**config.mk**
```make
export PLATFORM = sky130hd
export DESIGN_NAME = fwd_stall_ctrl_flat
export DESIGN_NICKNAME = d
export VERILOG_FILES = /design/src/rtl/fwd_stall_if.sv /design/src/rtl/fwd_stall_ctrl.sv /design/src/flat_wrapper.sv
export SDC_FILE = /design/constraint.sdc
export NUM_CORES = 1
export LEC_CHECK = 0
export ABC_AREA = 1
export BUFFER_PORTS_ARGS = -buffer_cell sky130_fd_sc_hd__buf_2
export CAP_MARGIN = 5
export CORE_AREA = 2 2 128 130
export CTS_CLUSTER_SIZE = 30
export DETAILED_ROUTE_END_ITERATION = 8
export DIE_AREA = 0 0 130 132
export GPL_ROUTABILITY_DRIVEN = 0
export PLACE_DENSITY_LB_ADDON = 0.1
export SYNTH_ARGS = -nofsm -noshare
export SYNTH_HDL_FRONTEND = slang
export SYNTH_SLANG_ARGS = --single-unit
```
**constraint.sdc**
```tcl
create_clock -name clk -period 1.9 [get_ports clk]
set_input_delay 0.095 -clock clk [delete_from_list [all_inputs] [get_ports clk]]
set_output_delay 0.095 -clock clk [all_outputs]
set_load 0.05 [all_outputs]
```
**src/rtl/fwd_stall_if.sv**
```systemverilog
`default_nettype none
// ============================================================================
// Module   : fwd_stall_if
// Purpose  : ID-stage forwarding/interlock bundle between pipeline and controller
// Revision : 1.0
// ============================================================================
interface fwd_stall_if #(
    parameter int DW    = 32,
    parameter int RW    = 5,
    parameter int CNT_W = 16
);
    logic              flush;
    logic [RW-1:0]     id_rs;
    logic [RW-1:0]     id_rt;
    logic              id_use_rs;
    logic              id_use_rt;
    logic              id_wreg;
    logic              id_wmem;
    logic [DW-1:0]     id_ra_org;
    logic [DW-1:0]     id_rb_org;
    logic [RW-1:0]     exe_rn;
    logic [RW-1:0]     mem_rn;
    logic [RW-1:0]     wb_rn;
    logic              exe_wreg;
    logic              mem_wreg;
    logic              wb_wreg;
    logic              exe_m2reg;
    logic              mem_m2reg;
    logic [DW-1:0]     exe_alu;
    logic [DW-1:0]     mem_alu;
    logic [DW-1:0]     mem_mo;
    logic [DW-1:0]     wb_wdi;
    logic [DW-1:0]     id_ra;
    logic [DW-1:0]     id_rb;
    logic [2:0]        fwd_a;
    logic [2:0]        fwd_b;
    logic              stall;
    logic              id_wreg_q;
    logic              id_wmem_q;
    logic [CNT_W-1:0]  stall_cnt;
    logic [CNT_W-1:0]  fwd_cnt;

    modport master (
        output flush, id_rs, id_rt, id_use_rs, id_use_rt, id_wreg, id_wmem,
               id_ra_org, id_rb_org, exe_rn, mem_rn, wb_rn, exe_wreg, mem_wreg,
               wb_wreg, exe_m2reg, mem_m2reg, exe_alu, mem_alu, mem_mo, wb_wdi,
        input  id_ra, id_rb, fwd_a, fwd_b, stall, id_wreg_q, id_wmem_q,
               stall_cnt, fwd_cnt
    );

    modport slave (
        input  flush, id_rs, id_rt, id_use_rs, id_use_rt, id_wreg, id_wmem,
               id_ra_org, id_rb_org, exe_rn, mem_rn, wb_rn, exe_wreg, mem_wreg,
               wb_wreg, exe_m2reg, mem_m2reg, exe_alu, mem_alu, mem_mo, wb_wdi,
        output id_ra, id_rb, fwd_a, fwd_b, stall, id_wreg_q, id_wmem_q,
               stall_cnt, fwd_cnt
    );
endinterface
`default_nettype wire

```
**src/rtl/fwd_stall_ctrl.sv**
```systemverilog
`default_nettype none
// ============================================================================
// Module   : fwd_stall_ctrl
// Purpose  : ID operand forwarding, load-use interlock FSM and perf counters
// Revision : 1.0
// ============================================================================
module fwd_stall_ctrl #(
    parameter int DW       = 32,
    parameter int RW       = 5,
    parameter int LD_STALL = 1,
    parameter int CNT_W    = 16
) (
    input  logic        clk,
    input  logic        rst,
    fwd_stall_if.slave  bus
);
    localparam logic [2:0] c_SEL_ORG = 3'b000;
    localparam logic [2:0] c_SEL_EXE = 3'b001;
    localparam logic [2:0] c_SEL_MEM = 3'b010;
    localparam logic [2:0] c_SEL_MO  = 3'b011;
    localparam logic [2:0] c_SEL_WB  = 3'b100;

    typedef enum logic [0:0] {
        ST_RUN  = 1'b0,
        ST_HOLD = 1'b1
    } state_t;

    state_t            r_state_q, r_state_d;
    logic [1:0]        r_cnt_q, r_cnt_d;
    logic [CNT_W-1:0]  r_stall_cnt_q, r_stall_cnt_d;
    logic [CNT_W-1:0]  r_fwd_cnt_q, r_fwd_cnt_d;

    logic w_hit_e_rs, w_hit_e_rt, w_hit_m_rs, w_hit_m_rt, w_hit_w_rs, w_hit_w_rt;
    logic w_haz_e, w_haz_m, w_stall_raw, w_stall;
    logic [2:0]    w_fwd_a, w_fwd_b;
    logic [DW-1:0] w_ra, w_rb;

    function automatic logic f_hit(input logic use_x, input logic wreg,
                                   input logic [RW-1:0] rn, input logic [RW-1:0] x);
        return use_x && wreg && (rn == x) && (x != '0);
    endfunction

    // A load hit in a stage that cannot yet supply data shadows older stages
    function automatic logic [2:0] f_sel(input logic hit_e, input logic hit_m,
                                         input logic hit_w, input logic exe_ld,
                                         input logic mem_ld);
        if (hit_e) return exe_ld ? c_SEL_ORG : c_SEL_EXE;
        if (hit_m) begin
            if (!mem_ld) return c_SEL_MEM;
            return (LD_STALL == 1) ? c_SEL_MO : c_SEL_ORG;
        end
        if (hit_w) return c_SEL_WB;
        return c_SEL_ORG;
    endfunction

    assign w_hit_e_rs = f_hit(bus.id_use_rs, bus.exe_wreg, bus.exe_rn, bus.id_rs);
    assign w_hit_e_rt = f_hit(bus.id_use_rt, bus.exe_wreg, bus.exe_rn, bus.id_rt);
    assign w_hit_m_rs = f_hit(bus.id_use_rs, bus.mem_wreg, bus.mem_rn, bus.id_rs);
    assign w_hit_m_rt = f_hit(bus.id_use_rt, bus.mem_wreg, bus.mem_rn, bus.id_rt);
    assign w_hit_w_rs = f_hit(bus.id_use_rs, bus.wb_wreg,  bus.wb_rn,  bus.id_rs);
    assign w_hit_w_rt = f_hit(bus.id_use_rt, bus.wb_wreg,  bus.wb_rn,  bus.id_rt);

    assign w_fwd_a = f_sel(w_hit_e_rs, w_hit_m_rs, w_hit_w_rs, bus.exe_m2reg, bus.mem_m2reg);
    assign w_fwd_b = f_sel(w_hit_e_rt, w_hit_m_rt, w_hit_w_rt, bus.exe_m2reg, bus.mem_m2reg);

    assign w_haz_e = (w_hit_e_rs | w_hit_e_rt) & bus.exe_m2reg;
    assign w_haz_m = (w_hit_m_rs | w_hit_m_rt) & bus.mem_m2reg & (LD_STALL == 2);

    always_comb begin
        w_ra = bus.id_ra_org;
        w_rb = bus.id_rb_org;
        case (w_fwd_a)
            c_SEL_EXE: w_ra = bus.exe_alu;
            c_SEL_MEM: w_ra = bus.mem_alu;
            c_SEL_MO:  w_ra = bus.mem_mo;
            c_SEL_WB:  w_ra = bus.wb_wdi;
            default:   w_ra = bus.id_ra_org;
        endcase
        case (w_fwd_b)
            c_SEL_EXE: w_rb = bus.exe_alu;
            c_SEL_MEM: w_rb = bus.mem_alu;
            c_SEL_MO:  w_rb = bus.mem_mo;
            c_SEL_WB:  w_rb = bus.wb_wdi;
            default:   w_rb = bus.id_rb_org;
        endcase
    end

    always_comb begin
        r_state_d   = r_state_q;
        r_cnt_d     = r_cnt_q;
        w_stall_raw = 1'b0;
        if (bus.flush) begin
            r_state_d = ST_RUN;
            r_cnt_d   = 2'd0;
        end else begin
            case (r_state_q)
                ST_RUN: begin
                    w_stall_raw = w_haz_e | w_haz_m;
                    // First bubble is this cycle; HOLD supplies the rest
                    if (w_haz_e && (LD_STALL == 2)) begin
                        r_cnt_d   = 2'd1;
                        r_state_d = ST_HOLD;
                    end
                end
                ST_HOLD: begin
                    w_stall_raw = 1'b1;
                    r_cnt_d     = (r_cnt_q != 2'd0) ? r_cnt_q - 2'd1 : 2'd0;
                    if (r_cnt_d == 2'd0) r_state_d = ST_RUN;
                end
                default: begin
                    r_state_d = ST_RUN;
                    r_cnt_d   = 2'd0;
                end
            endcase
        end
    end

    assign w_stall = w_stall_raw & ~rst;

    always_comb begin
        r_stall_cnt_d = r_stall_cnt_q;
        r_fwd_cnt_d   = r_fwd_cnt_q;
        if (w_stall && (r_stall_cnt_q != '1))
            r_stall_cnt_d = r_stall_cnt_q + CNT_W'(1);
        if (!w_stall && !bus.flush && ((w_fwd_a != c_SEL_ORG) || (w_fwd_b != c_SEL_ORG))
            && (r_fwd_cnt_q != '1))
            r_fwd_cnt_d = r_fwd_cnt_q + CNT_W'(1);
    end

    always_ff @(posedge clk) begin
        if (rst) begin
            r_state_q     <= ST_RUN;
            r_cnt_q       <= 2'd0;
            r_stall_cnt_q <= '0;
            r_fwd_cnt_q   <= '0;
        end else begin
            r_state_q     <= r_state_d;
            r_cnt_q       <= r_cnt_d;
            r_stall_cnt_q <= r_stall_cnt_d;
            r_fwd_cnt_q   <= r_fwd_cnt_d;
        end
    end

    assign bus.id_ra     = w_ra;
    assign bus.id_rb     = w_rb;
    assign bus.fwd_a     = w_fwd_a;
    assign bus.fwd_b     = w_fwd_b;
    assign bus.stall     = w_stall;
    assign bus.id_wreg_q = bus.id_wreg & ~(w_stall | bus.flush | rst);
    assign bus.id_wmem_q = bus.id_wmem & ~(w_stall | bus.flush | rst);
    assign bus.stall_cnt = r_stall_cnt_q;
    assign bus.fwd_cnt   = r_fwd_cnt_q;
endmodule
`default_nettype wire

```
**src/flat_wrapper.sv**
```systemverilog
// flat-port wrapper written by rule: the top's interface ports become plain ports
module fwd_stall_ctrl_flat 
#(
    parameter int DW       = 32,
    parameter int RW       = 5,
    parameter int LD_STALL = 1,
    parameter int CNT_W    = 16
)
  (clk, rst, bus_flush, bus_id_rs, bus_id_rt, bus_id_use_rs, bus_id_use_rt, bus_id_wreg, bus_id_wmem, bus_id_ra_org, bus_id_rb_org, bus_exe_rn, bus_mem_rn, bus_wb_rn, bus_exe_wreg, bus_mem_wreg, bus_wb_wreg, bus_exe_m2reg, bus_mem_m2reg, bus_exe_alu, bus_mem_alu, bus_mem_mo, bus_wb_wdi, bus_id_ra, bus_id_rb, bus_fwd_a, bus_fwd_b, bus_stall, bus_id_wreg_q, bus_id_wmem_q, bus_stall_cnt, bus_fwd_cnt);
  fwd_stall_if #(.DW(DW), .RW(RW), .CNT_W(CNT_W)) bus_i ();
  input  logic clk;
  input  logic rst;
  input wire logic [$bits(bus_i.flush)-1:0] bus_flush;
  input wire logic [$bits(bus_i.id_rs)-1:0] bus_id_rs;
  input wire logic [$bits(bus_i.id_rt)-1:0] bus_id_rt;
  input wire logic [$bits(bus_i.id_use_rs)-1:0] bus_id_use_rs;
  input wire logic [$bits(bus_i.id_use_rt)-1:0] bus_id_use_rt;
  input wire logic [$bits(bus_i.id_wreg)-1:0] bus_id_wreg;
  input wire logic [$bits(bus_i.id_wmem)-1:0] bus_id_wmem;
  input wire logic [$bits(bus_i.id_ra_org)-1:0] bus_id_ra_org;
  input wire logic [$bits(bus_i.id_rb_org)-1:0] bus_id_rb_org;
  input wire logic [$bits(bus_i.exe_rn)-1:0] bus_exe_rn;
  input wire logic [$bits(bus_i.mem_rn)-1:0] bus_mem_rn;
  input wire logic [$bits(bus_i.wb_rn)-1:0] bus_wb_rn;
  input wire logic [$bits(bus_i.exe_wreg)-1:0] bus_exe_wreg;
  input wire logic [$bits(bus_i.mem_wreg)-1:0] bus_mem_wreg;
  input wire logic [$bits(bus_i.wb_wreg)-1:0] bus_wb_wreg;
  input wire logic [$bits(bus_i.exe_m2reg)-1:0] bus_exe_m2reg;
  input wire logic [$bits(bus_i.mem_m2reg)-1:0] bus_mem_m2reg;
  input wire logic [$bits(bus_i.exe_alu)-1:0] bus_exe_alu;
  input wire logic [$bits(bus_i.mem_alu)-1:0] bus_mem_alu;
  input wire logic [$bits(bus_i.mem_mo)-1:0] bus_mem_mo;
  input wire logic [$bits(bus_i.wb_wdi)-1:0] bus_wb_wdi;
  output wire logic [$bits(bus_i.id_ra)-1:0] bus_id_ra;
  output wire logic [$bits(bus_i.id_rb)-1:0] bus_id_rb;
  output wire logic [$bits(bus_i.fwd_a)-1:0] bus_fwd_a;
  output wire logic [$bits(bus_i.fwd_b)-1:0] bus_fwd_b;
  output wire logic [$bits(bus_i.stall)-1:0] bus_stall;
  output wire logic [$bits(bus_i.id_wreg_q)-1:0] bus_id_wreg_q;
  output wire logic [$bits(bus_i.id_wmem_q)-1:0] bus_id_wmem_q;
  output wire logic [$bits(bus_i.stall_cnt)-1:0] bus_stall_cnt;
  output wire logic [$bits(bus_i.fwd_cnt)-1:0] bus_fwd_cnt;
  assign bus_i.flush = bus_flush;
  assign bus_i.id_rs = bus_id_rs;
  assign bus_i.id_rt = bus_id_rt;
  assign bus_i.id_use_rs = bus_id_use_rs;
  assign bus_i.id_use_rt = bus_id_use_rt;
  assign bus_i.id_wreg = bus_id_wreg;
  assign bus_i.id_wmem = bus_id_wmem;
  assign bus_i.id_ra_org = bus_id_ra_org;
  assign bus_i.id_rb_org = bus_id_rb_org;
  assign bus_i.exe_rn = bus_exe_rn;
  assign bus_i.mem_rn = bus_mem_rn;
  assign bus_i.wb_rn = bus_wb_rn;
  assign bus_i.exe_wreg = bus_exe_wreg;
  assign bus_i.mem_wreg = bus_mem_wreg;
  assign bus_i.wb_wreg = bus_wb_wreg;
  assign bus_i.exe_m2reg = bus_exe_m2reg;
  assign bus_i.mem_m2reg = bus_mem_m2reg;
  assign bus_i.exe_alu = bus_exe_alu;
  assign bus_i.mem_alu = bus_mem_alu;
  assign bus_i.mem_mo = bus_mem_mo;
  assign bus_i.wb_wdi = bus_wb_wdi;
  assign bus_id_ra = bus_i.id_ra;
  assign bus_id_rb = bus_i.id_rb;
  assign bus_fwd_a = bus_i.fwd_a;
  assign bus_fwd_b = bus_i.fwd_b;
  assign bus_stall = bus_i.stall;
  assign bus_id_wreg_q = bus_i.id_wreg_q;
  assign bus_id_wmem_q = bus_i.id_wmem_q;
  assign bus_stall_cnt = bus_i.stall_cnt;
  assign bus_fwd_cnt = bus_i.fwd_cnt;
  fwd_stall_ctrl #(.DW(DW), .RW(RW), .LD_STALL(LD_STALL), .CNT_W(CNT_W)) u_core (.clk(clk), .rst(rst), .bus(bus_i));
endmodule
```
==> metrics, run 1 <==
Seq/Total Area, Yosys=0.138; final clock period utilization by the worst path=1.05; Synth Warn #=0; RSZ-0062 raised after global routing=yes; Via density=5.18; Worst setup SP type=input pin; Ports=334; ANT nets after route=0; Die ar.=17200 um^2; critical path peak fanout=8; minimum hold slack=0.0831 ns; total gr overflow=0; endpoints failing setup=2; cell-internal power=1.99 mW; largest net degree at the start of global routing=37; CTS Root Cell=clkbuf_16; Syn Inst Count=942; Slew HR=0.651; P_sw=1.26 mW; Lkg Pwr=4.86 nW; data arrival time of the critical path=1.89 ns; Syn Area/Cell=5.40 um^2; DR WL/cell=18.4 um; ys flop type=dfxtp_1; IO buf count=333; clock skew=0.00391 ns; Final Worst Setup Slack=-0.0886 ns; CTS clk-pin slew, worst paths=0.06 ns; Placed Instances=1517; Switching Share=0.388; Post-Place Worst Slack=-0.0331 ns; clock sink count=35; synthesized area=5090 um^2; Hold Crit Class=input pin to flip-flop; number of global-route vias before repair=7048; Horiz. Die Dim=130 um; Starting Density=0.324; detailed-route DRC error count=0; initial antenna violation count=21; HPWL Detailed=21200 um; DR pass1 iterations=7; first-pass GRT wire length=38200 um; final std cells w/o fill=1564; CTS buffer count=5; clk_lat worst skew=0.28 ns; Routed WL=28800 um; die extent in y=132 um; ratio of cells with drive above 1 in the final layout=0.477; actual slew at the worst max-slew pin=0.523 ns; clock network power share=0.287; post-synthesis cell type count=37; CTS Hold Buffers Added=0; design area=9460 um^2; Total Power=3.24 mW; Final #Nets=1565; Fin. Hold Viols=0; fmax=503 MHz; total number of vias=8094; Crit. End Element=output port; Req. time, crit path=1.80 ns; CTS H-Tree Depth=2; outcome=finished with violations; CTS tree=yes; Post-synth EDFFs=0; CORE AREA=15700 um^2; critical path class=input pin to output port; Core Rows=46; DP Area=7570 um^2; Max VDD drop=0.305 mV; fraction of registers with async set/reset=0; Global Route Usage Sum=0.283; sequential power share=0.227; Max Cap Viol=0; Slew Limit Fails=0; initial DRC count=611; syn nets=1173; min cycle time layout=1.99 ns; logic gate share of total power=0.486; PwrDens=343 nW/um^2; CTS Buffer Depth=2; P&R area growth vs syn=85.8%; FF+latch count, synth=35; failing checks=negative setup slack
[Yosys cell counts, types with 4 or more instances]
| cell type | n | area share |
|---|---|---|
| nand3_1 | 81 | 0.080 |
| nor3_1 | 10 | 0.0098 |
| nand2_1 | 378 | 0.28 |
| a22oi_1 | 33 | 0.049 |
| buf_4 | 4 | 0.0059 |
| o21ai_1 | 9 | 0.0088 |
| o22a_1 | 31 | 0.053 |
| nor2_4 | 7 | 0.015 |
| buf_6 | 5 | 0.011 |
| nor2_2 | 8 | 0.0098 |
| a21oi_1 | 14 | 0.014 |
| nand2_2 | 5 | 0.0061 |
| inv_1 | 88 | 0.065 |
| buf_2 | 30 | 0.029 |
| inv_2 | 18 | 0.013 |
| clkbuf_1 | 7 | 0.0052 |
| dfxtp_1 | 35 | 0.14 |
| xnor2_1 | 5 | 0.0086 |
| nand2_4 | 5 | 0.011 |
| nand4_1 | 70 | 0.086 |
| nor3_2 | 6 | 0.012 |
| nor2_1 | 68 | 0.050 |
[worst paths after layout]
| check | startpoint | to | slack (ns) | cells past startpoint |
|---|---|---|---|---|
| worst max-delay path | bus_id_rs[3] | bus_id_ra[7] | -0.09 | 15 |
| worst min-delay path | bus_flush | u_core.r_cnt_q[0] | 0.08 | 2 |
| worst max register to register | u_core.bus.stall_cnt[1] | u_core.bus.stall_cnt[5] | 0.15 | 10 |
| worst min register to register | u_core.r_cnt_q[1] | u_core.r_state_q | 0.47 | 2 |
[power groups by stage]
| stage | clock network, mW | logic, mW | registers, mW |
|---|---|---|---|
| floorplan | 0 | 0.710 | 0.761 |
| global placement | 0 | 1.26 | 0.751 |
| detailed placement | 0 | 1.26 | 0.751 |
| CTS | 0.959 | 1.28 | 0.735 |
| global route | 0.985 | 1.65 | 0.735 |
| finish | 0.932 | 1.58 | 0.735 |
[metrics by stage]
step                setup TNS [ns]   util
detailed placement          -0.148  0.482
global placement            -0.313  0.482
finish                      -0.126  0.602
floorplan                  -0.0189      -
global route                 -2.23  0.601
CTS                              0  0.496
[per-layer routing]
layer / global-route usage / vias up / share of wire
met5: 0 / - / 0.0027
met4: 0.0914 / 12 / 0.036
met3: 0.119 / 90 / 0.12
met2: 0.442 / 434 / 0.45
met1: 0.351 / 3636 / 0.39
li1: - / 3922 / -
[placed cells by master, fill, tap and decap left out, types with 3 or more instances in the layout]
| cell type | n |
|---|---|
| nor2_2 | 7 |
| inv_1 | 81 |
| diode_2 | 13 |
| a22oi_1 | 31 |
| nand3_2 | 32 |
| nand4_1 | 70 |
| nand2_4 | 34 |
| buf_12 | 27 |
| buf_6 | 77 |
| xnor2_1 | 4 |
| o22a_1 | 31 |
| nor2_4 | 17 |
| a21oi_1 | 10 |
| nor2_1 | 59 |
| nor3_2 | 7 |
| buf_2 | 249 |
| clkbuf_16 | 17 |
| a21oi_2 | 4 |
| nor3_1 | 9 |
| inv_6 | 3 |
| buf_8 | 3 |
| o21ai_1 | 9 |
| dfxtp_2 | 9 |
| nand3_1 | 49 |
| dfxtp_1 | 24 |
| inv_2 | 17 |
| buf_4 | 61 |
| clkbuf_4 | 3 |
| xor2_1 | 3 |
| nand2_2 | 50 |
| inv_4 | 5 |
| and3_1 | 3 |
| nand2_1 | 304 |
[logic make-up (layout without fill, tap and decap cells)]
family | count (synthesis) | in the layout | synth area share
fa+ha+maj | 2 | 2 | 0.00492
simple gates | 648 | 648 | 0.576
buf+inv | 156 | 549 | 0.133
compound gates | 93 | 93 | 0.134
other cells | 0 | 13 | 0
xor+xnor | 8 | 8 | 0.0138
flops | 35 | 35 | 0.138
[critical path: stages]
cell	delay, ns
buf_12	0.10
inv_6	0.04
a21oi_2	0.13
nand2_2	0.08
nor2_4	0.15
nand2_4	0.08
nand2_4	0.09
nor2_4	0.05
nor2_4	0.19
nor2_4	0.07
buf_12	0.13
buf_12	0.15
nand2_2	0.05
nand4_1	0.23
buf_6	0.25
[repair_timing]
action / CTS / global route
endpoints found under the hold margin: 0 / 0
gates resized for setup: 20 / 390
setup buffers: 0 / 13
endpoints found under the setup margin: 18 / 77
cloned: 0 / 15
pin swaps: 1 / 79
[cell type report]
type | instances | area (um^2)
multi-input combinational | 751 | 4350
timing repair buffer | 432 | 3480
inverter | 109 | 442
clock buffer | 6 | 129
antenna | 13 | 32.5
sequential | 35 | 719
tap | 216 | 270
fill | 1494 | 6250
clock inverter | 2 | 37.5
[sequential cells by signal, summed over array words and instances, names as in the netlist]
register / count
u_core.bus.fwd_cnt: 16
u_core.r_state_q: 1
u_core.bus.stall_cnt: 16
u_core.r_cnt_q: 2
Power figures use the tool's default switching activity.
==> run 2: changes to the inputs <==
--- a/config.mk
+++ b/config.mk
@@ -13,7 +13,7 @@
 export DETAILED_ROUTE_END_ITERATION = 8
 export DIE_AREA = 0 0 130 132
 export GPL_ROUTABILITY_DRIVEN = 0
-export PLACE_DENSITY_LB_ADDON = 0.1
+export PLACE_DENSITY_LB_ADDON = 0.12
 export SYNTH_ARGS = -nofsm -noshare
 export SYNTH_HDL_FRONTEND = slang
 export SYNTH_SLANG_ARGS = --single-unit
==> run 2 against run 1 <==
The run still ends with negative setup slack left. Via count down 1.4%. Clock-buffer cell count down 1. Combinational power down 6%. Final cell count down 1.2%. Sequential cell count unchanged. Register-to-register slack about the same. Total power down 6.0%. Worst setup slack better by 0.068 ns. Final area down 6.8%. Core utilization down 4.1 points. Global-route usage down 1.0 points. Sequential power about the same. Critical path type unchanged. Largest cell class unchanged.
==> metrics, run 2 (synthesized netlist as in run 1, its figures left out) <==
CORE AREA=15700 um^2; Hold Crit Class=input pin to flip-flop; critical path class=input pin to output port; most frequent CP cell=nand2_1; critical path, cell by cell=buf_4 -> inv_4 -> nand2_1 -> nand2_1 -> inv_2 -> nand2_4 -> nor2_4 -> nand2_4 -> nand4_1 -> nor2_4 -> buf_6 -> nand2_1 -> nand3_1 -> o22a_1 -> clkbuf_4; CTS Hold Buffers Added=0; die extent in y=132 um; DR WL/cell=17.6 um; Crit. Startpoint=bus_id_rt[3]; largest net degree at the start of global routing=34; Via density=5.17; DR pass1 iterations=8; reg-to-reg startpoint=u_core.bus.stall_cnt[0]; Core Util, Final=0.561; Die ar.=17200 um^2; endpoints failing setup=4; min cycle time layout=1.92 ns; Max Cap Viol=0; area of the multi-input gates=4130 um^2; CTS Buffer Depth=2; P&R area growth vs syn=73.2%; most common cell after layout, fill and taps aside=nand2_1; clock sink count=35; final clock period utilization by the worst path=1.01; Final Worst Setup Slack=-0.0207 ns; Final #Nets=1550; Max VDD drop=0.312 mV; CP max stage cell=nor2_4; total gr overflow=0; CTS Root Cell=clkbuf_16; Total Power=3.05 mW; Worst setup SP type=input pin; Horiz. Die Dim=130 um; clk_lat worst skew=0.28 ns; CTS H-Tree Depth=2; outcome=finished with violations; detailed-route DRC error count=0; Ports=334; Slew HR=0.661; minimum hold slack=0.0794 ns; fill cell count=1618; first-pass GRT wire length=37000 um; ratio of cells with drive above 1 in the final layout=0.431; most frequent cells in the layout=343 x nand2_1, 257 x buf_2, 82 x inv_1, 70 x nand4_1, 69 x buf_4; fmax=521 MHz; CTS tree=yes; critical path peak fanout=8; capture point of the critical path=bus_id_rb[23]; Routed WL=27200 um; Slew Limit Fails=0; clock skew=0.00385 ns; ANT nets after route=0; actual slew at the worst max-slew pin=0.508 ns; setup TNS=-0.0433 ns; Crit. End Element=output port; r2r endpoint=u_core.bus.stall_cnt[15]; FF/Latch Area=719 um^2; data arrival time of the critical path=1.83 ns; Post-Place Worst Slack=-0.0908 ns; HPWL Detailed=20200 um; initial antenna violation count=15; Lkg Pwr=4.46 nW; Global Route Usage Sum=0.273; PwrDens=346 nW/um^2; number of global-route vias before repair=6971; CTS clk-pin slew, worst paths=0.06 ns; IO buf count=333; RSZ-0062 raised after global routing=yes; Core Rows=46; Fin. Hold Viols=0; R2R Setup Slk=0.16 ns; Starting Density=0.324; Worst R2R Path Depth=12; failing checks=negative setup slack; CTS buffer count=5; CP peak stage delay=0.27 ns; Req. time, crit path=1.80 ns; total number of vias=7984; initial DRC count=670
==> run 2: cell count changes in the layout (fill, tap and decap cells not counted), moves of 8 or more <==
cell,change
buf_4,+8
nand3_1,+13
nand2_1,+39
nand2_2,-26
buf_12,-9
buf_2,+8
buf_6,-20
nand3_2,-12
nand2_4,-13
==> run 2: repair_timing <==
item / CTS / global route
gates cloned: 1 / 10
pin swaps: 5 / 55
gates resized for setup: 37 / 257
setup buffers: 2 / 13
setup endpoints to repair: 52 / 72
==> run 2: how the worst min path moves through the flow <==
stage	start	to	slack, ns	cells after the start
floorplan	bus_flush	u_core.r_cnt_q[0]	0.19	1
global placement	bus_flush	u_core.r_cnt_q[0]	0.35	2
detailed placement	bus_flush	u_core.r_cnt_q[0]	0.37	2
CTS	bus_flush	u_core.r_cnt_q[0]	0.07	2
global route	bus_flush	u_core.r_cnt_q[0]	0.10	2
finish	bus_flush	u_core.r_cnt_q[0]	0.08	2
==> run 2: critical path: cells and delay by family <==
kind / cells / cell delay [ns]
AO/OA/AOI/OAI: 1 / 0.12
AND/OR/NAND/NOR: 9 / 0.89
buffers and inverters: 5 / 0.71
==> run 2: per-stage QoR <==
stage               cell area [um^2]  cells
global route                    8800   1539
floorplan                       5120    942
detailed placement              7420   1502
CTS                             7700   1513
finish                          8820   1545
global placement                7420   1502
==> run 2: layout make-up <==
class                           instances  share of cell area
Antenna cell                            9             0.00255
Clock buffer                            5              0.0142
Clock inverter                          3             0.00227
Inverter                              109              0.0492
Multi-Input combinational cell        751               0.468
Sequential cell                        35              0.0816
Tap cell                              216              0.0307
Timing Repair Buffer                  417               0.352
==> run 2: where the power goes <==
group | switching (mW) | total, mW | leakage [nW] | internal, mW
clock network | 0.341 | 0.825 | 0.0675 | 0.484
registers | 0.00187 | 0.735 | 0.288 | 0.734
logic | 0.904 | 1.49 | 4.10 | 0.585
total | 1.25 | 3.05 | 4.46 | 1.80
==> run 2: per-layer routing <==
layer | part of all wire | GRT usage | vias up
met5 | 0.0021 | 0 | -
met4 | 0.026 | 0.0639 | 10
met3 | 0.11 | 0.0917 | 79
met2 | 0.46 | 0.445 | 417
met1 | 0.40 | 0.345 | 3602
li1 | - | - | 3876
==> run 3: changes to the inputs <==
--- a/config.mk
+++ b/config.mk
@@ -14,6 +14,7 @@
 export DIE_AREA = 0 0 130 132
 export GPL_ROUTABILITY_DRIVEN = 0
 export PLACE_DENSITY_LB_ADDON = 0.12
+export SETUP_SLACK_MARGIN = 0.05
 export SYNTH_ARGS = -nofsm -noshare
 export SYNTH_HDL_FRONTEND = slang
 export SYNTH_SLANG_ARGS = --single-unit
==> run 3 against run 2 <==
The run still ends with negative setup slack left. Maximum frequency increased by 0.37%. Register-to-register slack about the same. Sequential share of layout area decreased by 0.68 points. Largest cell class unchanged. Critical endpoint is now bus_id_ra[22]. Worst hold slack improved by 0.022 ns. Largest power group unchanged. Sequential power about the same. Clock power increased by 15%. Routed wire length increased by 7.2%. Non-clock buffer count increased by 11.
==> metrics, run 3 (synthesized netlist as in run 1, its figures left out) <==
CORE AREA=15700 um^2; CTS Hold Buffers Added=0; DP Area=7520 um^2; endpoints failing setup=2; ANT nets after route=0; CP max stage cell=buf_6; min cycle time layout=1.91 ns; Global Route Usage Sum=0.283; Hold Crit Class=input pin to flip-flop; Total Power=3.32 mW; most common cell after layout, fill and taps aside=nand2_1; reg-to-reg startpoint=u_core.bus.stall_cnt[1]; clock network power share=0.286; die extent in y=132 um; worst hold start=bus_flush; critical path peak fanout=5; Crit. Startpoint=bus_id_rs[3]; data arrival time of the critical path=1.82 ns; Ports=334; design area=9620 um^2; failing checks=negative setup slack; number of global-route vias before repair=7260; Die ar.=17200 um^2; most frequent cells in the layout=290 x nand2_1, 244 x buf_2, 88 x buf_6, 76 x inv_1, 70 x nand4_1; PwrDens=345 nW/um^2; total number of vias=8150; Max VDD drop=0.311 mV; sequential power share=0.222; Switching Share=0.390; Starting Density=0.324; CTS H-Tree Depth=2; CTS clk-pin slew, worst paths=0.06 ns; actual slew at the worst max-slew pin=0.514 ns; first-pass GRT wire length=38600 um; Final #Nets=1561; critical path, cell by cell=buf_12 -> inv_8 -> a21oi_4 -> nand2_4 -> nor2_4 -> nand2_4 -> nand2_4 -> nor2_4 -> nor2_4 -> nor2_4 -> buf_12 -> clkbuf_16 -> nand2_4 -> nand4_1 -> buf_6; clk_lat worst skew=0.28 ns; CTS Buffer Depth=2; DR WL/cell=18.8 um; Lkg Pwr=4.77 nW; Fin. Hold Viols=0; P&R area growth vs syn=89.0%; logic gate share of total power=0.492; RSZ-0062 raised after global routing=yes; P_sw=1.29 mW; ratio of cells with drive above 1 in the final layout=0.494; Core Rows=46; DR pass1 iterations=5; cell-internal power=2.03 mW; initial antenna violation count=17; total gr overflow=0; Req. time, crit path=1.80 ns; CTS Root Cell=clkbuf_16; fmax=523 MHz; CP peak stage delay=0.21 ns; initial DRC count=514; Horiz. Die Dim=130 um; outcome=finished with violations; Max Cap Viol=0; clock sink count=35; HPWL Detailed=20700 um; CTS buffer count=5; critical path class=input pin to output port; Crit path buffers/inverters=5; Crit. End Element=output port; CTS tree=yes; Routed WL=29200 um; final clock period utilization by the worst path=1.01; CP top delay family=simple AND/OR/NAND/NOR gates; Worst setup SP type=input pin; Slew Limit Fails=0; Core Util, Final=0.612; Via density=5.24; detailed-route DRC error count=0; IO buf count=333; Slew HR=0.657; Final Worst Setup Slack=-0.0136 ns; clock skew=0.00369 ns; largest net degree at the start of global routing=34
==> run 3: cell types whose count changed in the layout (fill, tap and decap cells not counted), sizes merged <==
cell	before	now
buf	406	416
bufinv	0	1
clkbuf	16	17
clkinv	4	3
clkinvlp	1	0
inv	107	108
==> run 3: per-stage QoR <==
step | hold WS, ns | setup WS (ns) | setup TNS [ns] | std cells
finish | 0.102 | -0.0136 | -0.0152 | 1556
global route | 0.110 | -0.0930 | -1.49 | 1550
CTS | 0.0893 | 0.0170 | 0 | 1520
detailed placement | 0.390 | -0.0589 | -1.04 | 1511
global placement | 0.381 | -0.0883 | -1.29 | 1511
floorplan | 0.186 | -0.00944 | -0.0189 | 942
==> run 3: power by group through the flow <==
stage               clock network, mW  registers (mW)  logic (mW)
finish                          0.951           0.735        1.63
global route                    0.992           0.735        1.71
CTS                             0.965           0.735        1.35
detailed placement                  0           0.751        1.24
global placement                    0           0.751        1.24
floorplan                           0           0.761       0.711
==> run 3: layout make-up <==
class,instances,area (um^2)
diodes,9,22.5
clock buffers,5,125
clock inverters,3,42.5
fillers,1520,6090
inverters,109,469
multi-input cells,751,4430
flip-flops and latches,35,719
well taps,216,270
repair buffers,428,3550
==> run 3: path summary, 6_finish.rpt <==
path / slack (ns) / endpoint / cells past startpoint
setup / recovery: -0.01 / bus_id_ra[22] / 15
hold / removal: 0.10 / u_core.r_cnt_q[0] / 2
setup reg to reg: 0.15 / u_core.bus.stall_cnt[5] / 10
hold reg to reg: 0.47 / u_core.r_cnt_q[1] / 2
==> run 3: worst register-to-register path, stage by stage (launching register included) <==
cell and delay, ns:
dfxtp_4 0.37, ha_4 0.15, nand2_4 0.06, nor3_4 0.22, nand2_2 0.11, nor3_2 0.17, nand3_2 0.10, nand3_4 0.11
buf_8 0.15, o21ai_1 0.07, and3_1 0.14
==> run 3: layer usage <==
layer / track usage / wire length [um] / vias to the layer above
met2: 0.462 / 13800 / 400
met3: 0.109 / 3130 / 105
li1: - / - / 3896
met4: 0.0884 / 1210 / 16
met5: 0 / 88 / -
met1: 0.341 / 11000 / 3733
==> run 3: repair_timing <==
item                       4_1_cts  5_1_grt
resized for setup              102      336
gates cloned                     0       16
pin swaps                        4       90
buffers inserted                 1       11
setup endpoints to repair       64       89
